--- config.mk ---
export PLATFORM = sky130hd
export DESIGN_NAME = svm_request_dispatcher_flat
export DESIGN_NICKNAME = d
export VERILOG_FILES = /design/src/rtl/svm_request_dispatcher_pkg.sv /design/src/rtl/svm_request_dispatcher_if.sv /design/src/rtl/svm_request_dispatcher_sync_fifo.sv /design/src/rtl/svm_request_dispatcher.sv /design/src/flat_wrapper.sv
export SDC_FILE = /design/constraint.sdc
export NUM_CORES = 1
export LEC_CHECK = 0
export CAP_MARGIN = 30
export CORE_ASPECT_RATIO = 0.7
export CORE_MARGIN = 8
export CORE_UTILIZATION = 55
export CTS_BUF_LIST = sky130_fd_sc_hd__clkbuf_4 sky130_fd_sc_hd__clkbuf_8
export DETAILED_ROUTE_END_ITERATION = 16
export PLACE_DENSITY = 0.74
export SETUP_SLACK_MARGIN = 0.1
export SYNTH_ARGS = -nofsm -noshare
export SYNTH_HDL_FRONTEND = slang
export SYNTH_HIERARCHICAL = 1
export SYNTH_SLANG_ARGS = --single-unit
export TNS_END_PERCENT = 20
--- constraint.sdc ---
create_clock -name clk -period 16.4 [get_ports clk]
set_input_delay 4.92 -clock clk [delete_from_list [all_inputs] [get_ports clk]]
set_output_delay 4.92 -clock clk [all_outputs]
set_load 0.02 [all_outputs]
--- src/rtl/svm_request_dispatcher_pkg.sv ---
// Shared widths and sizing helpers for the svm_detection request dispatcher.
// Defaults mirror the svm_detection core widths; FLOW_ID width is owned here.
package svm_request_dispatcher_pkg;

    localparam int SVM_PARAM_WIDTH      = 8;
    localparam int SVM_PARAM_COUNT      = 4;
    localparam int SVM_CLASS_WIDTH      = 4;
    localparam int SVM_FLOW_ID_WIDTH    = 16;
    localparam int DEFAULT_IN_DEPTH     = 8;
    localparam int DEFAULT_MAX_INFLIGHT = 4;

    // Pointer width for a power-of-two queue: index bits plus one wrap bit.
    function automatic int ptr_width(input int depth);
        return $clog2(depth) + 1;
    endfunction

endpackage

--- src/rtl/svm_request_dispatcher_if.sv ---
// Bundle of the feature input, svm_detection and tagged result signals.
// slave is the dispatcher's view; master is the surrounding environment.
interface svm_request_dispatcher_if
    import svm_request_dispatcher_pkg::*;
#(
    parameter int PARAM_WIDTH   = SVM_PARAM_WIDTH,
    parameter int PARAM_COUNT   = SVM_PARAM_COUNT,
    parameter int CLASS_WIDTH   = SVM_CLASS_WIDTH,
    parameter int FLOW_ID_WIDTH = SVM_FLOW_ID_WIDTH,
    parameter int MAX_INFLIGHT  = DEFAULT_MAX_INFLIGHT
);
    localparam int XW = PARAM_WIDTH * PARAM_COUNT;
    localparam int IW = $clog2(MAX_INFLIGHT) + 1;

    logic                     in_valid;
    logic                     in_ready;
    logic [XW-1:0]            in_x;
    logic [FLOW_ID_WIDTH-1:0] in_flow_id;

    logic [XW-1:0]            svm_x;
    logic                     svm_data_valid;
    logic                     svm_ready;
    logic                     svm_new_result;
    logic [CLASS_WIDTH-1:0]   svm_class;

    logic                     out_valid;
    logic [FLOW_ID_WIDTH-1:0] out_flow_id;
    logic [CLASS_WIDTH-1:0]   out_class;
    logic [IW-1:0]            inflight;
    logic                     protocol_error;

    modport slave (
        input  in_valid, in_x, in_flow_id,
        input  svm_ready, svm_new_result, svm_class,
        output in_ready,
        output svm_x, svm_data_valid,
        output out_valid, out_flow_id, out_class, inflight, protocol_error
    );

    modport master (
        output in_valid, in_x, in_flow_id,
        output svm_ready, svm_new_result, svm_class,
        input  in_ready,
        input  svm_x, svm_data_valid,
        input  out_valid, out_flow_id, out_class, inflight, protocol_error
    );

endinterface

--- src/rtl/svm_request_dispatcher_sync_fifo.sv ---
// First-word fall-through synchronous FIFO; head is visible whenever not empty.
// DEPTH must be a power of two >= 2; full/empty come from the extra wrap bit.
module svm_request_dispatcher_sync_fifo
    import svm_request_dispatcher_pkg::*;
#(
    parameter int WIDTH = 8,
    parameter int DEPTH = 4
) (
    input  logic                     clk,
    input  logic                     reset_n,
    input  logic                     wr_en,
    input  logic [WIDTH-1:0]         wr_data,
    input  logic                     rd_en,
    output logic [WIDTH-1:0]         rd_data,
    output logic                     full,
    output logic                     empty,
    output logic [$clog2(DEPTH):0]   count
);
    localparam int AW   = $clog2(DEPTH);
    localparam int PTRW = ptr_width(DEPTH);

    logic [WIDTH-1:0] mem [DEPTH];
    logic [PTRW-1:0]  wr_ptr_reg;
    logic [PTRW-1:0]  rd_ptr_reg;
    logic             do_wr;
    logic             do_rd;

    assign empty   = (wr_ptr_reg == rd_ptr_reg);
    assign full    = (wr_ptr_reg[AW-1:0] == rd_ptr_reg[AW-1:0]) &&
                     (wr_ptr_reg[AW] != rd_ptr_reg[AW]);
    assign count   = wr_ptr_reg - rd_ptr_reg;
    assign do_wr   = wr_en && !full;
    assign do_rd   = rd_en && !empty;
    assign rd_data = mem[rd_ptr_reg[AW-1:0]];

    always_ff @(posedge clk or negedge reset_n) begin
        if (!reset_n) begin
            wr_ptr_reg <= '0;
            rd_ptr_reg <= '0;
        end else begin
            if (do_wr) wr_ptr_reg <= wr_ptr_reg + 1'b1;
            if (do_rd) rd_ptr_reg <= rd_ptr_reg + 1'b1;
        end
    end

    // Storage carries no reset so it can map onto distributed RAM.
    always_ff @(posedge clk) begin
        if (do_wr) mem[wr_ptr_reg[AW-1:0]] <= wr_data;
    end

endmodule

--- src/rtl/svm_request_dispatcher.sv ---
// Queues flow feature vectors, issues them to svm_detection one pulse at a time,
// and pairs each returned class with the flow_id of the vector that produced it.
module svm_request_dispatcher
    import svm_request_dispatcher_pkg::*;
#(
    parameter int PARAM_WIDTH   = SVM_PARAM_WIDTH,
    parameter int PARAM_COUNT   = SVM_PARAM_COUNT,
    parameter int CLASS_WIDTH   = SVM_CLASS_WIDTH,
    parameter int FLOW_ID_WIDTH = SVM_FLOW_ID_WIDTH,
    parameter int IN_DEPTH      = DEFAULT_IN_DEPTH,
    parameter int MAX_INFLIGHT  = DEFAULT_MAX_INFLIGHT
) (
    input  logic                    clk,
    input  logic                    reset_n,
    svm_request_dispatcher_if.slave bus
);
    localparam int XW = PARAM_WIDTH * PARAM_COUNT;
    localparam int DW = XW + FLOW_ID_WIDTH;
    localparam int QW = ptr_width(IN_DEPTH);
    localparam int IW = ptr_width(MAX_INFLIGHT);

    logic                     in_full;
    logic                     in_empty;
    logic [DW-1:0]            in_head;
    logic [QW-1:0]            in_count;
    logic                     tag_full;
    logic                     tag_empty;
    logic [FLOW_ID_WIDTH-1:0] tag_head;
    logic [IW-1:0]            tag_count;
    logic                     issue;
    logic                     result_ok;
    logic                     unused_ok;

    logic [XW-1:0]            svm_x_reg;
    logic                     svm_data_valid_reg;
    logic                     out_valid_reg;
    logic [FLOW_ID_WIDTH-1:0] out_flow_id_reg;
    logic [CLASS_WIDTH-1:0]   out_class_reg;
    logic                     protocol_error_reg;

    // Blocking on our own last pulse covers a ready that falls one cycle late.
    assign issue     = !in_empty && bus.svm_ready && !svm_data_valid_reg &&
                       (tag_count < IW'(MAX_INFLIGHT));
    assign result_ok = bus.svm_new_result && !tag_empty;
    assign unused_ok = &{1'b0, in_count, tag_full};

    svm_request_dispatcher_sync_fifo #(
        .WIDTH (DW),
        .DEPTH (IN_DEPTH)
    ) u_in_queue (
        .clk     (clk),
        .reset_n (reset_n),
        .wr_en   (bus.in_valid),
        .wr_data ({bus.in_x, bus.in_flow_id}),
        .rd_en   (issue),
        .rd_data (in_head),
        .full    (in_full),
        .empty   (in_empty),
        .count   (in_count)
    );

    // Tag queue occupancy is the outstanding request count.
    svm_request_dispatcher_sync_fifo #(
        .WIDTH (FLOW_ID_WIDTH),
        .DEPTH (MAX_INFLIGHT)
    ) u_tag_queue (
        .clk     (clk),
        .reset_n (reset_n),
        .wr_en   (issue),
        .wr_data (in_head[FLOW_ID_WIDTH-1:0]),
        .rd_en   (result_ok),
        .rd_data (tag_head),
        .full    (tag_full),
        .empty   (tag_empty),
        .count   (tag_count)
    );

    always_ff @(posedge clk or negedge reset_n) begin
        if (!reset_n) begin
            svm_x_reg          <= '0;
            svm_data_valid_reg <= 1'b0;
            out_valid_reg      <= 1'b0;
            out_flow_id_reg    <= '0;
            out_class_reg      <= '0;
            protocol_error_reg <= 1'b0;
        end else begin
            svm_data_valid_reg <= issue;
            if (issue) svm_x_reg <= in_head[DW-1:FLOW_ID_WIDTH];
            out_valid_reg <= result_ok;
            if (result_ok) begin
                out_flow_id_reg <= tag_head;
                out_class_reg   <= bus.svm_class;
            end
            if (bus.svm_new_result && tag_empty) protocol_error_reg <= 1'b1;
        end
    end

    assign bus.in_ready       = !in_full;
    assign bus.svm_x          = svm_x_reg;
    assign bus.svm_data_valid = svm_data_valid_reg;
    assign bus.out_valid      = out_valid_reg;
    assign bus.out_flow_id    = out_flow_id_reg;
    assign bus.out_class      = out_class_reg;
    assign bus.inflight       = tag_count;
    assign bus.protocol_error = protocol_error_reg;

endmodule

--- src/flat_wrapper.sv ---
// flat-port wrapper written by rule: the top's interface ports become plain ports
module svm_request_dispatcher_flat import svm_request_dispatcher_pkg::*;
#(
    parameter int PARAM_WIDTH   = SVM_PARAM_WIDTH,
    parameter int PARAM_COUNT   = SVM_PARAM_COUNT,
    parameter int CLASS_WIDTH   = SVM_CLASS_WIDTH,
    parameter int FLOW_ID_WIDTH = SVM_FLOW_ID_WIDTH,
    parameter int IN_DEPTH      = DEFAULT_IN_DEPTH,
    parameter int MAX_INFLIGHT  = DEFAULT_MAX_INFLIGHT
)
  (clk, reset_n, bus_in_valid, bus_in_x, bus_in_flow_id, bus_svm_ready, bus_svm_new_result, bus_svm_class, bus_in_ready, bus_svm_x, bus_svm_data_valid, bus_out_valid, bus_out_flow_id, bus_out_class, bus_inflight, bus_protocol_error);
  svm_request_dispatcher_if #(.PARAM_WIDTH(PARAM_WIDTH), .PARAM_COUNT(PARAM_COUNT), .CLASS_WIDTH(CLASS_WIDTH), .FLOW_ID_WIDTH(FLOW_ID_WIDTH), .MAX_INFLIGHT(MAX_INFLIGHT)) bus_i ();
  input  logic clk;
  input  logic reset_n;
  input wire logic [$bits(bus_i.in_valid)-1:0] bus_in_valid;
  input wire logic [$bits(bus_i.in_x)-1:0] bus_in_x;
  input wire logic [$bits(bus_i.in_flow_id)-1:0] bus_in_flow_id;
  input wire logic [$bits(bus_i.svm_ready)-1:0] bus_svm_ready;
  input wire logic [$bits(bus_i.svm_new_result)-1:0] bus_svm_new_result;
  input wire logic [$bits(bus_i.svm_class)-1:0] bus_svm_class;
  output wire logic [$bits(bus_i.in_ready)-1:0] bus_in_ready;
  output wire logic [$bits(bus_i.svm_x)-1:0] bus_svm_x;
  output wire logic [$bits(bus_i.svm_data_valid)-1:0] bus_svm_data_valid;
  output wire logic [$bits(bus_i.out_valid)-1:0] bus_out_valid;
  output wire logic [$bits(bus_i.out_flow_id)-1:0] bus_out_flow_id;
  output wire logic [$bits(bus_i.out_class)-1:0] bus_out_class;
  output wire logic [$bits(bus_i.inflight)-1:0] bus_inflight;
  output wire logic [$bits(bus_i.protocol_error)-1:0] bus_protocol_error;
  assign bus_i.in_valid = bus_in_valid;
  assign bus_i.in_x = bus_in_x;
  assign bus_i.in_flow_id = bus_in_flow_id;
  assign bus_i.svm_ready = bus_svm_ready;
  assign bus_i.svm_new_result = bus_svm_new_result;
  assign bus_i.svm_class = bus_svm_class;
  assign bus_in_ready = bus_i.in_ready;
  assign bus_svm_x = bus_i.svm_x;
  assign bus_svm_data_valid = bus_i.svm_data_valid;
  assign bus_out_valid = bus_i.out_valid;
  assign bus_out_flow_id = bus_i.out_flow_id;
  assign bus_out_class = bus_i.out_class;
  assign bus_inflight = bus_i.inflight;
  assign bus_protocol_error = bus_i.protocol_error;
  svm_request_dispatcher #(.PARAM_WIDTH(PARAM_WIDTH), .PARAM_COUNT(PARAM_COUNT), .CLASS_WIDTH(CLASS_WIDTH), .FLOW_ID_WIDTH(FLOW_ID_WIDTH), .IN_DEPTH(IN_DEPTH), .MAX_INFLIGHT(MAX_INFLIGHT)) u_core (.clk(clk), .reset_n(reset_n), .bus(bus_i));
endmodule
**Yosys cells after proc, flatten, opt, wreduce, memory -nomap -nowiden**

Memories as Yosys holds them, arrays and structs flattened. A register that Yosys moved wholly into a read port is not among the register bits.
Cells that the tools add are included.

- Register bits after elaboration: 53
- Bits in writable memories: 448
- Logic and storage cells: 44
- Memories kept: 2

Memory list:

| memory | depth | bits a word | rd ports | clocked after Yosys merged registers in | write ports | line | source |
|---|---|---|---|---|---|---|---|
| u_core.u_in_queue.mem | 8 | 48 | 1 | 0 | 1 | svm_request_dispatcher_sync_fifo.sv:22 | `logic [WIDTH-1:0] mem [DEPTH];` |
| u_core.u_tag_queue.mem | 4 | 16 | 1 | 1 | 1 | svm_request_dispatcher_sync_fifo.sv:22 |  |

- Add/subtract/negate cells: 5
- Magnitude comparators: 1
- Equal/unequal tests: 6
- Multiplexer cells: 4
- Reduce and logical (&&, ||, !) cells: 17

Operators with widths:

| cell | number |
|---|---|
| $logic_and 1x1->1 | 11 |
| $add 4x1->4 const B | 2 |
| $add 3x1->3 const B | 2 |
| $eq 3x3->1 | 2 |
| $logic_not 1->1 | 6 |
| $eq 4x4->1 | 1 |
| $mux 1 | 4 |
| $lt 3x3->1 const B | 1 |
| $sub 3x3->3 | 1 |
| $eq 2x2->1 | 1 |
| $ne 1x1->1 | 2 |

**Logic depth before layout (Yosys ltp)**

Gate-level depths: netlist of run 1.

- Depth in word-level cells: 8
- Depth in mapped cells: 12
- Mapped depth without buffers: 9

**Modules after synthesis**

The synthesis of run 1 kept the hierarchy.

By module, submodules not included:

| module | instances | cells an instance | area each (um2) | seq. area each (um2) |
|---|---|---|---|---|
| svm_request_dispatcher_sync_fifo (u_core.u_in_queue) | 1 | 714 | 14950.6 | 11731.3 |
| svm_request_dispatcher_sync_fifo (u_core.u_tag_queue) | 1 | 129 | 2772.7 | 2072.0 |
| svm_request_dispatcher | 1 | 116 | 2047.0 | 1376.3 |

**Worst setup path after synthesis of run 1**

Ideal clock, no wire load.

- Path kind: input to register
- Start: input port bus_in_valid
- End: memory u_core/u_in_queue/mem[0][0] in the netlist's numbering (enable)
- Arrival time: 9.594 ns
- Slack: 6.234 ns
- Stages: 2
- Cells stage by stage: o21ai_2 -> nor4_1

- Word-level cells in the longest chain between the ends: 3

RTL lines:

| item | line | source |
|---|---|---|
| start: declaration | flat_wrapper.sv:15 | `input wire logic [$bits(bus_i.in_valid)-1:0] bus_in_valid;` |
| $logic_and 1x1->1 | svm_request_dispatcher_sync_fifo.sv:32 | `assign do_wr = wr_en && !full;` |
| $mux 1 | svm_request_dispatcher_sync_fifo.sv:48 | `if (do_wr) mem[wr_ptr_reg[AW-1:0]] <= wr_data;` |
| $mux 1 (not written as such) | svm_request_dispatcher_sync_fifo.sv:48 |  |
| end: declaration | svm_request_dispatcher_sync_fifo.sv:22 |  |

Every way passes these cells.

**Final worst setup path of run 1**

- Start: register u_core.u_tag_queue.rd_ptr_reg[1]
- End: output port bus_inflight[2]

- Word-level cells in the longest chain between the ends: 1

RTL lines:

| item | line | source |
|---|---|---|
| start: declaration | svm_request_dispatcher_sync_fifo.sv:24 | `logic [PTRW-1:0] rd_ptr_reg;` |
| start signal: assignment | svm_request_dispatcher_sync_fifo.sv:42 | `if (do_rd) rd_ptr_reg <= rd_ptr_reg + 1'b1;` |
| $sub 3x3->3 | svm_request_dispatcher_sync_fifo.sv:31 | `assign count = wr_ptr_reg - rd_ptr_reg;` |
| end: declaration | flat_wrapper.sv:27 | `output wire logic [$bits(bus_i.inflight)-1:0] bus_inflight;` |

Every way passes these cells.

==> flow_metrics.env, run 1 <==
export IMPL_rr_endpoint="u_core/u_tag_queue/mem[1][12]"
export IMPL_die_area_sq_mm=0.0422
export IMPL_gp_congestion=0.749
export IMPL_clk_latency_ns=0.62
export IMPL_max_freq_ghz=0.121
export IMPL_hp_start="u_core/bus.protocol_error"
export IMPL_crit_arrival_ns=3.38
export IMPL_tritoncts="built"
export IMPL_postRouteAntennaNets=0
export IMPL_setup_slack_ns=8.10
export IMPL_clk_pin_slew_worst_paths_ns=0.06
export IMPL_cts_resized=0
export IMPL_whs_path_depth=1
export IMPL_outcome="complete, no violations"
export IMPL_fin_setup_tns_ns=0
export IMPL_numCtsBuffers=76
export IMPL_core_area_sq_mm=0.0356
export IMPL_worstPathRequired_ns=11.48
export IMPL_portBuffers=115
export IMPL_clock_root_buffer="clkbuf_8"
export IMPL_hpwl_mm=21.6
export IMPL_largest_reg_flops=384
export IMPL_die_w_um=242
export IMPL_syn_avg_cell_area_sq_um=20.7
export IMPL_hold_end="u_core/bus.protocol_error"
export IMPL_drt_initial_drc_count=679
export IMPL_initial_core_util=0.553
export IMPL_antenna_found_initial=5
export IMPL_die_h_um=174
export IMPL_grt_ovfl_total=0
export IMPL_fin_crit_ns=8.30
export IMPL_cts_setup_buffers=0
export IMPL_endpoint_kind="output pin"
export IMPL_syn_inst=950
export IMPL_vias_per_cell=5.59
export IMPL_grt_pass1_wl_mm=58.5
export IMPL_grt_usage=0.182
export IMPL_p_per_area_mw_per_mm2=188
export IMPL_grt_pass1_vias=9768
export IMPL_p_leak_uw=0.00790
export IMPL_worst_pin_slew_ns=0.930
export IMPL_rows=58
export IMPL_clock_path_buffers=3
export IMPL_wirelength_mm=37.6
export IMPL_clkPwrFrac=0.233
export IMPL_power_frac_comb=0.324
export IMPL_finClkSkew_ns=0.0229
export IMPL_final_setup_viol_count=0
export IMPL_rr_worst_depth=6
export IMPL_post_drt_wl_per_cell_um=22.5
export IMPL_grt_max_degree=60
export IMPL_drcViolationCount=0
export IMPL_cts_hold_buf=0
export IMPL_regToRegStartpoint="u_core/u_tag_queue/rd_ptr_reg[1]"
export IMPL_cts_max_level=3
export IMPL_nets=1194
export IMPL_ir_worst_vdd_mv=0.0957
export IMPL_dpl_worst_slack_ns=8.67
export IMPL_ys_warnings_count=6
export IMPL_hold_violations=0
export IMPL_worst_setup_path_start_kind="flip-flop"
export IMPL_internal_power_uw=2960
export IMPL_p_sw_frac=0.314
export IMPL_drv_cap=0
export IMPL_drive_gt1_frac=0.283
export IMPL_final_max_slew_viol_count=0
export IMPL_crit_type="reg -> out"
export IMPL_fin_hold_ws_ns=0.458
export IMPL_crit_fanout=19
export IMPL_seqPwrFrac=0.443
export IMPL_worst_hold_path_type="reg -> reg"
export IMPL_io_pins=116
export IMPL_syn2layout_area_growth_pct=16.5
export IMPL_slew_limit_headroom=0.376
export IMPL_p_sw_uw=1350
export IMPL_clock_sinks=517
export IMPL_timing_final_crit_share=0.506
export IMPL_synth_nets=1020
export IMPL_reg2reg_setup_slack_ns=12.40
export IMPL_synth_area_sq_mm=0.0197
export IMPL_dr_pass1_iters=5
export IMPL_via_count=9338
export IMPL_rsz0062_at_grt="false"
-- worst max-delay path by stage --
stage | start | endpoint | slack, ns | cells past startpoint
floorplan | bus_in_valid | u_core/u_in_queue/mem[0][0] | 6.24 | 2
global placement | u_core/u_tag_queue/rd_ptr_reg[1] | bus_inflight[2] | 8.72 | 4
detailed placement | u_core/u_tag_queue/rd_ptr_reg[1] | bus_inflight[2] | 8.67 | 4
CTS | u_core/u_tag_queue/rd_ptr_reg[1] | bus_inflight[2] | 7.98 | 4
global route | u_core/u_tag_queue/rd_ptr_reg[1] | bus_inflight[2] | 7.90 | 4
finish | u_core/u_tag_queue/rd_ptr_reg[1] | bus_inflight[2] | 8.10 | 4
-- worst max-delay path, cell delays in order, from the launching register on --
cell and delay [ns]:
dfrtp_1 0.90, inv_1 0.20, fa_1 0.47, xnor2_1 0.47, clkdlybuf4s50_1 0.72
-- power groups by stage --
stage                     logic, uW  clock network (uW)  registers [uW]
final                          1400                1000            1910
after global placement         1400                   0            1930
after floorplan                 932                   0            1960
after global routing           1520                1090            1940
after detailed placement       1420                   0            1940
after CTS                      1430                1030            1920
-- layer usage --
metal	part of all wire	global-route usage	vias to the layer above
li1	-	-	4112
met1	0.44	0.251	4913
met2	0.48	0.287	251
met3	0.053	0.0434	56
met4	0.018	0.0554	6
met5	0.00099	0	-
-- placed cells by master (no fill, tap or decap), types with 15 or more instances in the layout --
cell             instances
dfrtp_1                 66
mux4_2                 112
clkbuf_8                80
buf_4                   22
edfxtp_1               448
mux2_2                  54
clkdlybuf4s50_1        114
nand2_1                152
clkbuf_4                28
clkinv_1                15
-- final cells by class --
class,instances,area [sq um]
flip-flops and latches,517,15200
fillers,2360,12700
multi-input cells,378,4280
repair buffers,137,1330
clock buffers,108,1310
well taps,480,601
clock inverters,33,189
inverters,14,52.6
diodes,2,5.00
-- stage by stage --
stage                      util  cell area, sq um  power [uW]  instances
after global placement    0.601             21400        3330       1525
after floorplan               -             19700        2890        950
after CTS                 0.644             23000        4370       1667
after detailed placement  0.602             21500        3370       1526
after global routing      0.644             23000        4550       1669
final                     0.644             23000        4320       1669
No activity file was read; power rests on OpenSTA's default activity.
==> run 2, diff against run 1 <==
==> constraint.sdc (replaced) <==
create_clock -name clk -period 7.8 [get_ports clk]
set_input_delay 2.34 -clock clk [delete_from_list [all_inputs] [get_ports clk]]
set_output_delay 2.34 -clock clk [all_outputs]
set_load 0.02 [all_outputs]
==> flow_metrics.env, run 2 (synthesized netlist as in run 1, its figures left out) <==
export IMPL_outcome="complete, no violations"
export IMPL_busiest_layer="met2"
export IMPL_drt_initial_drc_count=823
export IMPL_grt_max_degree=59
export IMPL_final_core_util=0.644
export IMPL_finClkSkew_ns=0.0273
export IMPL_setup_slack_ns=2.16
export IMPL_final_setup_viol_count=0
export IMPL_worst_hold_path_type="reg -> reg"
export IMPL_endpoint_kind="output pin"
export IMPL_hold_violations=0
export IMPL_cts_resized=0
export IMPL_post_drt_wl_per_cell_um=22.9
export IMPL_p_per_area_mw_per_mm2=396
export IMPL_clk_latency_ns=0.62
export IMPL_wirelength_mm=38.1
export IMPL_antenna_found_initial=1
export IMPL_io_pins=116
export IMPL_n_antenna_cell=0
export IMPL_crit_type="reg -> out"
export IMPL_initial_core_util=0.553
export IMPL_fin_crit_ns=5.64
export IMPL_ir_worst_vdd_mv=0.204
export IMPL_gp_congestion=0.744
export IMPL_final_max_slew_viol_count=0
export IMPL_crit_fanout=19
export IMPL_rows=58
export IMPL_hpwl_mm=22.8
export IMPL_crit_arrival_ns=3.30
export IMPL_postRouteAntennaNets=0
export IMPL_cts_max_level=3
export IMPL_slowest_stage="dfrtp_1"
export IMPL_crit_chain="inv_1 > fa_1 > xnor2_1 > clkdlybuf4s50_1"
export IMPL_nets=1195
export IMPL_clock_sinks=517
export IMPL_die_w_um=242
export IMPL_use_met3=0.0469
export IMPL_drive_gt1_frac=0.284
export IMPL_drcViolationCount=0
export IMPL_drv_cap=0
export IMPL_fillerInstances=2308
export IMPL_timing_final_crit_share=0.723
export IMPL_tritoncts="built"
export IMPL_fin_setup_tns_ns=0
export IMPL_grt_ovfl_total=0
export IMPL_worstPathRequired_ns=5.46
export IMPL_core_area_sq_mm=0.0356
export IMPL_critPathMaxStageDelay_ns=0.90
export IMPL_grt_usage=0.184
export IMPL_p_leak_uw=0.00791
export IMPL_cts_hold_buf=0
export IMPL_grt_pass1_vias=10200
export IMPL_vias_per_cell=5.60
export IMPL_max_freq_ghz=0.177
export IMPL_syn2layout_area_growth_pct=16.5
export IMPL_largest_reg_flops=384
export IMPL_cts_setup_buffers=0
export IMPL_die_h_um=174
export IMPL_rsz0062_at_grt="false"
export IMPL_dr_pass1_iters=5
export IMPL_final_common_cell="edfxtp_1"
export IMPL_dpl_worst_slack_ns=2.78
export IMPL_clock_path_buffers=3
export IMPL_portBuffers=115
export IMPL_grtUsageMet2=0.293
export IMPL_numCtsBuffers=76
export IMPL_worst_setup_path_start_kind="flip-flop"
export IMPL_grt_pass1_wl_mm=59.9
export IMPL_clock_root_buffer="clkbuf_8"
export IMPL_slew_limit_headroom=0.399
export IMPL_final_cell_mix="448 x edfxtp_1, 152 x nand2_1, 114 x clkdlybuf4s50_1, 112 x mux4_2, 83 x clkbuf_8"
export IMPL_clk_pin_slew_worst_paths_ns=0.06
export IMPL_via_count=9326
export IMPL_worst_pin_slew_ns=0.899
export IMPL_die_area_sq_mm=0.0422
export IMPL_met1_usage=0.253
run 2: cell types whose count changed in the layout (fill, tap and decap cells not counted):
cell        before  now
clkinv_1        15   13
diode_2          2    0
clkinv_2        11    9
buf_16           1    0
clkbuf_4        28   30
bufinv_16        1    0
inv_6            2    0
clkinvlp_4       4    3
buf_6            0    1
inv_8            0    1
buf_12           0    1
clkbuf_8        80   83
run 2: where the power goes:
part           switching (uW)  internal, uW
clock network             987          1130
logic                    1550          1390
registers                 322          3710
run 2: path summary, 6_finish.rpt:
check | start | endpoint | slack (ns) | cells after the start
min in group asynchronous | reset_n | u_core/bus.svm_x[18] | 1.71 | 1
worst min-delay path | u_core/bus.protocol_error | u_core/bus.protocol_error | 0.47 | 1
max in group asynchronous | reset_n | u_core/bus.out_flow_id[5] | 5.48 | 2
worst max register to register | u_core/u_tag_queue/rd_ptr_reg[1] | u_core/u_in_queue/rd_ptr_reg[1] | 4.18 | 7
worst max-delay path | u_core/u_tag_queue/rd_ptr_reg[1] | bus_inflight[2] | 2.16 | 4
worst min register to register | u_core/bus.protocol_error | u_core/bus.protocol_error | 0.47 | 1
run 2: worst max-delay path, delay by kind of cell (launching register included):
kind | cells | cell delay (ns)
adders and majority gates | 1 | 0.45
xor gates and xnor gates | 1 | 0.44
DFF | 1 | 0.90
buffers and inverters | 2 | 0.89
run 2: cell type report:
class | instances | area (sq um) | area share
multi-input cells | 378 | 4280 | 0.186
clock inverters | 26 | 128 | 0.00556
flip-flops and latches | 517 | 15200 | 0.662
inverters | 14 | 52.6 | 0.00229
well taps | 480 | 601 | 0.0262
clock buffers | 113 | 1370 | 0.0596
repair buffers | 138 | 1340 | 0.0583
run 2: per-stage QoR:
step	hold WS, ns	cells	area (sq um)	power [uW]
3_3_place_gp	0.440	1525	21400	6990
3_5_place_dp	0.448	1527	21500	7070
5_1_grt	0.499	1666	23000	9560
4_1_cts	0.472	1666	23000	9200
2_1_floorplan	0.497	950	19700	6090
6_report	0.469	1666	23000	9090
run 2: per-layer routing:
layer  share of wire  vias up
met5         0.00034        -
met4           0.021        2
met3           0.059       69
met2            0.48      277
met1            0.44     4874
li1                -     4104
==> run 3, diff against run 2 <==
==> constraint.sdc (replaced) <==
create_clock -name clk -period 5.3 [get_ports clk]
set_input_delay 1.59 -clock clk [delete_from_list [all_inputs] [get_ports clk]]
set_output_delay 1.59 -clock clk [all_outputs]
set_load 0.02 [all_outputs]
==> flow_metrics.env, run 3 (synthesized netlist as in run 1, its figures left out) <==
export IMPL_outcome="complete, no violations"
export IMPL_dpl_instance_area_sq_mm=0.0215
export IMPL_post_drt_wl_per_cell_um=22.2
export IMPL_die_h_um=174
export IMPL_power_frac_comb=0.330
export IMPL_drt_initial_drc_count=522
export IMPL_final_max_slew_viol_count=0
export IMPL_antenna_found_initial=5
export IMPL_critPathMaxStageDelay_ns=0.70
export IMPL_grt_max_degree=53
export IMPL_finClkSkew_ns=0.0256
export IMPL_drcViolationCount=0
export IMPL_endpoint_kind="output pin"
export IMPL_dr_pass1_iters=5
export IMPL_worst_pin_slew_ns=0.901
export IMPL_placed_cells=1527
export IMPL_io_pins=116
export IMPL_p_leak_uw=0.00795
export IMPL_largest_reg_flops=384
export IMPL_worst_hold_path_type="reg -> reg"
export IMPL_hpwl_mm=21.5
export IMPL_initial_core_util=0.553
export IMPL_clk_pin_slew_worst_paths_ns=0.06
export IMPL_numCtsBuffers=75
export IMPL_slew_limit_headroom=0.400
export IMPL_wirelength_mm=36.9
export IMPL_crit_type="reg -> out"
export IMPL_gp_congestion=0.730
export IMPL_core_area_sq_mm=0.0356
export IMPL_p_sw_frac=0.310
export IMPL_crit_arrival_ns=3.04
export IMPL_rsz0062_at_grt="false"
export IMPL_die_area_sq_mm=0.0422
export IMPL_seqPwrFrac=0.435
export IMPL_internal_power_uw=9280
export IMPL_tritoncts="built"
export IMPL_fin_hold_ws_ns=0.459
export IMPL_final_setup_viol_count=0
export IMPL_postRouteAntennaNets=0
export IMPL_p_sw_uw=4170
export IMPL_vias_per_cell=5.52
export IMPL_drv_cap=0
export IMPL_cts_hold_buf=0
export IMPL_final_common_cell="edfxtp_1"
export IMPL_grt_ovfl_total=0
export IMPL_cts_setup_buffers=0
export IMPL_rows=58
export IMPL_via_count=9189
export IMPL_finalNonFillerCells=1666
export IMPL_p_per_area_mw_per_mm2=583
export IMPL_clkPwrFrac=0.236
export IMPL_nets=1194
export IMPL_cts_max_level=3
export IMPL_drive_gt1_frac=0.286
export IMPL_clk_latency_ns=0.62
export IMPL_grt_usage=0.177
export IMPL_cts_resized=0
export IMPL_clock_root_buffer="clkbuf_8"
export IMPL_crit_fanout=19
export IMPL_grt_pass1_vias=9822
export IMPL_clock_sinks=517
export IMPL_worstPathRequired_ns=3.71
export IMPL_syn2layout_area_growth_pct=17.0
export IMPL_fin_crit_ns=4.63
export IMPL_hold_violations=0
export IMPL_max_freq_ghz=0.216
export IMPL_finalPower_uw=13400
export IMPL_crit_chain="buf_4 > ha_1 > inv_1 > fa_1 > xnor2_1 > clkdlybuf4s50_1"
export IMPL_portBuffers=115
export IMPL_die_w_um=242
export IMPL_final_cell_mix="448 x edfxtp_1, 152 x nand2_1, 114 x clkdlybuf4s50_1, 112 x mux4_2, 82 x clkbuf_8"
export IMPL_timing_final_crit_share=0.873
export IMPL_slowest_stage="clkdlybuf4s50_1"
export IMPL_grt_pass1_wl_mm=57.5
export IMPL_finalInstanceArea_sq_mm=0.0231
export IMPL_ir_worst_vdd_mv=0.399
export IMPL_clock_path_buffers=3
export IMPL_worst_setup_path_start_kind="flip-flop"
run 3: cell types whose count changed in the layout (fill, tap and decap cells not counted), moves of 2 or more:
cell / change
clkbuf_4: +6
buf_4: -3
buf_12: +2
clkinv_2: -5
buf_16: +2
inv_6: +3
clkinv_1: -3
run 3: layout make-up:
| cell class | instances | area, sq um |
|---|---|---|
| Clock inverter | 20 | 129 |
| Tap cell | 480 | 601 |
| Antenna cell | 1 | 2.50 |
| Timing Repair Buffer | 138 | 1400 |
| Inverter | 14 | 52.6 |
| Clock buffer | 118 | 1400 |
| Multi-Input combinational cell | 378 | 4290 |
| Fill cell | 2357 | 12600 |
| Sequential cell | 517 | 15200 |
run 3: through the flow:
| step | setup slack [ns] | util | TNS (ns) |
|---|---|---|---|
| after floorplan | -0.259 | - | -46.43 |
| after global placement | 1.31 | 0.603 | 0 |
| final | 0.671 | 0.647 | 0 |
| after global routing | 0.506 | 0.647 | 0 |
| after detailed placement | 1.24 | 0.604 | 0 |
| after CTS | 0.552 | 0.647 | 0 |
run 3: worst max-delay path: cells and delay by family, from the launching register on:
kind	cells	cell delay, ns
DFF	1	0.32
adders and majority gates	2	0.59
xor gates and xnor gates	1	0.44
buffers and inverters	3	1.08
run 3: worst paths after layout:
path | from | end | slack, ns | cells after the start
worst max-delay path | u_core/u_tag_queue/rd_ptr_reg[0] | bus_inflight[2] | 0.67 | 6
min in group asynchronous | reset_n | u_core/bus.svm_x[20] | 0.93 | 1
worst min register to register | u_core/bus.protocol_error | u_core/bus.protocol_error | 0.46 | 1
max in group asynchronous | reset_n | u_core/bus.out_flow_id[9] | 3.77 | 2
worst min-delay path | u_core/bus.protocol_error | u_core/bus.protocol_error | 0.46 | 1
worst max register to register | u_core/u_in_queue/rd_ptr_reg[1] | u_core/u_in_queue/rd_ptr_reg[1] | 1.72 | 8
run 3: power groups by stage:
| stage | Clock (uW) | Combinational (uW) | Sequential, uW |
|---|---|---|---|
| after detailed placement | 0 | 4510 | 5940 |
| after floorplan | 0 | 2880 | 6070 |
| after global routing | 3410 | 4790 | 5930 |
| final | 3170 | 4430 | 5850 |
| after global placement | 0 | 4410 | 5900 |
| after CTS | 3240 | 4520 | 5860 |
run 3: metal layers:
metal,part of all wire,global-route usage
met5,0.0015,0
met4,0.016,0.0509
met3,0.051,0.0449
met2,0.49,0.285
met1,0.44,0.240
==> edit 1 (config.mk and constraints of run 3) <==
Set the package constant `SVM_PARAM_COUNT` to 5 (it was 4).
--- a/src/rtl/svm_request_dispatcher_pkg.sv
+++ b/src/rtl/svm_request_dispatcher_pkg.sv
@@ -3,7 +3,7 @@
 package svm_request_dispatcher_pkg;
 
     localparam int SVM_PARAM_WIDTH      = 8;
-    localparam int SVM_PARAM_COUNT      = 4;
+    localparam int SVM_PARAM_COUNT      = 5;
     localparam int SVM_CLASS_WIDTH      = 4;
     localparam int SVM_FLOW_ID_WIDTH    = 16;
     localparam int DEFAULT_IN_DEPTH     = 8;
Ports: changed (resized bus_in_x and bus_svm_x); port bits go from 116 to 132. The function was not compared with the original's and may differ.
==> edit 1 against run 3 <==
Non-clock buffer count increased by 16. Sequential share of layout area is 0.10 points higher. Power rose by 14%. Worst setup slack better by 0.14 ns. Design area up 14%. Wire length grew 18%. Sequential cell count grew 72. Area after synthesis is 14% higher. Synthesized cell count increased by 13%. Maximum frequency rose by 3.2%.
==> edit 1: results (changes against run 3) <==
place:
  io_buffers: 131  # +14%
  dp_hpwl_um: 24600  # +15%
  place_ws_ns: 1.35  # +0.110 ns
  place_congestion: 0.732  # +0.37%
  postPlaceCellArea_um2: 24400  # +13%
  place_inst: 1727  # +13%
routing:
  drt_wl_total_um: 43700  # +18%
  drt-initial-drc-count: 902  # +73%
  drt_first_pass_iters: 7  # +2
  vias: 10600  # +16%
logic_synthesis:
  ys_warn_count: 6  # unchanged
  synth_nets: 1155  # +13%
  synthesis.area_um2: 22400  # +14%
  avgSynthCellArea_um2: 20.8  # +0.36%
layout:
  drive_gt1_share_pct: 28.6  # -0.057 points
  num-fill-cells: 2704  # +15%
  buf_share_pct: 5.88  # -0.18 points
  nMultiInputCombCells: 426  # +13%
  diodes: 1  # unchanged
  final-seq-area_um2: 17300  # +14%
  largest_reg_flops: 448  # +17%
  clk_share_pct: 6.96  # +0.34 points
  multi_input_area_share_pct: 18.4  # -0.21 points
  finalNetCount: 1349  # +13%
  clock_buffers: 141  # +19%
  inv_count: 14  # unchanged
  instances_no_fill: 1890  # +13%
  buffers_excl_clock: 154  # +12%
  multiInputGateArea_um2: 4820  # +12%
grt:
  grt_max_degree: 116  # +120%
  grt_use_total_pct: 18.5  # +0.82 points
  antenna_found_initial: 5  # unchanged
  grt_pass1_wl_um: 67000  # +16%
worst_hold_path:
  hold_class: "reg2reg"
clock_network:
  insertion_delay_ns: 0.64  # +0.02 ns
  cts.sinks: 589  # +14%
  htreeDepth: 3  # unchanged
  cts_inserted_buffers: 86  # +15%
  clk_pin_slew_ns: 0.06  # about the same
  cts_buffer_depth: 3  # unchanged
  cts-resized-gates: 0  # unchanged
  clockRootBuffer: "clkbuf_8"
pwr:
  ir_worst_vdd_uv: 329  # -17%
  clock_net_power_mw: 3.73  # +18%
  cellInternalPower_mw: 10.6  # +14%
  p_leak_nw: 9.04  # +14%
  p_comb_share_pct: 33.1  # about the same
  swShare_pct: 30.9  # -0.069 points
worst_setup_path:
  cp_max_fo: 19  # unchanged
  arrival_ns: 2.89  # -0.15 ns
  critPathMaxStageDelay_ns: 0.67  # -0.03 ns
  critical_path.slowest_cell: "clkdlybuf4s50_1"
sta:
  relSlewSlack_pct: 31.3  # -8.6 points
  setup_viol: 0  # unchanged
  skew_ns: 0.0280  # +0.00243 ns
status:
  status: "finished clean"
-- edit 1: path summary, 6_finish.rpt --
path	start	endpoint	slack, ns	cells past startpoint
setup / recovery	u_core/u_tag_queue/rd_ptr_reg[0]	bus_inflight[2]	0.82	6
hold / removal	u_core/bus.svm_x[23]	u_core/bus.svm_x[23]	0.48	1
setup reg to reg	u_core/u_tag_queue/rd_ptr_reg[0]	u_core/u_in_queue/rd_ptr_reg[1]	1.98	9
hold reg to reg	u_core/bus.svm_x[23]	u_core/bus.svm_x[23]	0.48	1
max in group asynchronous	reset_n	u_core/u_in_queue/rd_ptr_reg[1]	3.37	2
min in group asynchronous	reset_n	u_core/bus.svm_x[28]	0.96	1
-- edit 1: worst max-delay path: cells and delay by family, from the launching register on --
family     cells  cell delay [ns]
buf+inv        3             1.05
fa+ha+maj      2             0.58
flops          1             0.32
xor+xnor       1             0.31
-- edit 1: metal layers --
layer	wire, um	GRT usage, %
met1	19400	26.4
met2	21000	29.0
met3	2640	3.99
met4	665	5.46
met5	54	0
==> edit 2 (flow settings as in run 3) <==
Without the edit above. Reset style: synchronous (`reset_n`), changed in 2 clocked blocks.
--- a/src/rtl/svm_request_dispatcher_sync_fifo.sv
+++ b/src/rtl/svm_request_dispatcher_sync_fifo.sv
@@ -33,7 +33,7 @@
     assign do_rd   = rd_en && !empty;
     assign rd_data = mem[rd_ptr_reg[AW-1:0]];
 
-    always_ff @(posedge clk or negedge reset_n) begin
+    always_ff @(posedge clk) begin
         if (!reset_n) begin
             wr_ptr_reg <= '0;
             rd_ptr_reg <= '0;
--- a/src/rtl/svm_request_dispatcher.sv
+++ b/src/rtl/svm_request_dispatcher.sv
@@ -75,7 +75,7 @@
         .count   (tag_count)
     );
 
-    always_ff @(posedge clk or negedge reset_n) begin
+    always_ff @(posedge clk) begin
         if (!reset_n) begin
             svm_x_reg          <= '0;
             svm_data_valid_reg <= 1'b0;
Function: differs if reset_n is asserted again (counterexample within 4 cycles, from zero or initial values and one cycle with reset_n low); with reset_n held inactive, the same outputs for 4 cycles.
==> edit 2 against run 3 <==
Cell count is 2.8% higher. Clock skew is 0.0065 ns higher. Worst setup slack better by 0.25 ns. Area after synthesis is 2.6% higher. Maximum frequency is 5.7% higher. Synthesized cell count is 6.7% higher. Design area is 1.6% higher. Sequential cell count is 5 higher. Hold slack worse by 0.0036 ns. Wire length is 3.1% higher. Sequential share of layout area is 2.1 points lower.
Power is not compared: it rests on default switching activity, and its combinational part moved more than twofold at a synthesized area within 25%.
==> edit 2: results (changes against run 3) <==
layout:
  finalNetCount: 1240  # +3.9%
  num-fill-cells: 2408  # +2.2%
  area_delta_synth_final_pct: 15.9
  drive_gt1_share_pct: 24.1  # -4.5 points
  diodes: 0  # -1
sta:
  worst_slew_pin_slew_ns: 0.960  # +0.0592 ns
  skew_ns: 0.0321  # +0.00652 ns
worst_setup_path:
  critPathMaxStageDelay_ns: 0.68  # -0.02 ns
  cp_max_fo: 6  # -13
  arrival_ns: 2.79  # -0.25 ns
place:
  io_buffers: 115  # unchanged
  place_congestion: 0.712  # -2.3%
  dp_hpwl_um: 21600  # +0.73%
grt:
  grt_use_total_pct: 17.7  # about the same
  grt_max_degree: 77  # +45%
  antenna_found_initial: 4  # -1
  grt_pass1_vias: 10100  # +2.6%
  grt_pass1_wl_um: 58900  # +2.3%
routing:
  drt_first_pass_iters: 7  # +2
  vias: 9702  # +5.6%
  wl_per_cell_um: 22.3  # +0.37%
  drt-initial-drc-count: 735  # +41%
clock_network:
  cts_inserted_buffers: 79  # +5.3%
  clk_pin_slew_ns: 0.06  # about the same
  cts-resized-gates: 0  # unchanged
status:
  status: "finished clean"
logic_synthesis:
  synth_nets: 1084  # +6.3%
==> edit 2: per-layer routing <==
metal / part of all wire (%) / GRT usage [%]
met4: 1.5 / 4.83
met5: 0.13 / 0
met3: 5.7 / 5.00
met1: 45 / 24.9
met2: 47 / 27.2
==> edit 2: area by class of cell <==
type                            count  area share, %
Multi-Input combinational cell    422           20.9
Inverter                           12          0.192
Clock buffer                      113           5.92
Clock inverter                     30          0.865
Sequential cell                   522           63.8
Timing Repair Buffer              133           5.76
Tap cell                          480           2.56
==> edit 2: per-stage QoR <==
| step | setup TNS [ns] | cell area (um2) | worst slack, ns | cells |
|---|---|---|---|---|
| 3_3_place_gp | 0 | 21800 | 1.59 | 1567 |
| 3_5_place_dp | 0 | 21800 | 1.53 | 1569 |
| 4_1_cts | 0 | 23400 | 0.835 | 1712 |
| 5_1_grt | 0 | 23400 | 0.816 | 1712 |
| 6_report | 0 | 23400 | 0.919 | 1712 |
| 2_1_floorplan | -180.83 | 20200 | -1.53 | 1014 |
==> edit 2: power by group through the flow <==
stage	Sequential, mW	Combinational (mW)	Clock, mW
2_1_floorplan	4.90	0.651	0
3_3_place_gp	4.85	1.06	0
3_5_place_dp	4.86	1.08	0
4_1_cts	4.78	1.08	3.36
5_1_grt	4.80	1.15	3.51
6_report	4.78	1.07	3.27
==> edit 2: final timing paths <==
check / start / end / slack, ns / cells past startpoint
hold reg to reg: u_core/bus.svm_x[6] / u_core/bus.svm_x[6] / 0.46 / 2
hold / removal: u_core/bus.svm_x[6] / u_core/bus.svm_x[6] / 0.46 / 2
setup / recovery: u_core/u_tag_queue/wr_ptr_reg[0] / bus_inflight[2] / 0.92 / 5
setup reg to reg: u_core/u_in_queue/wr_ptr_reg[0] / u_core/u_tag_queue/mem[1][9] / 2.25 / 7
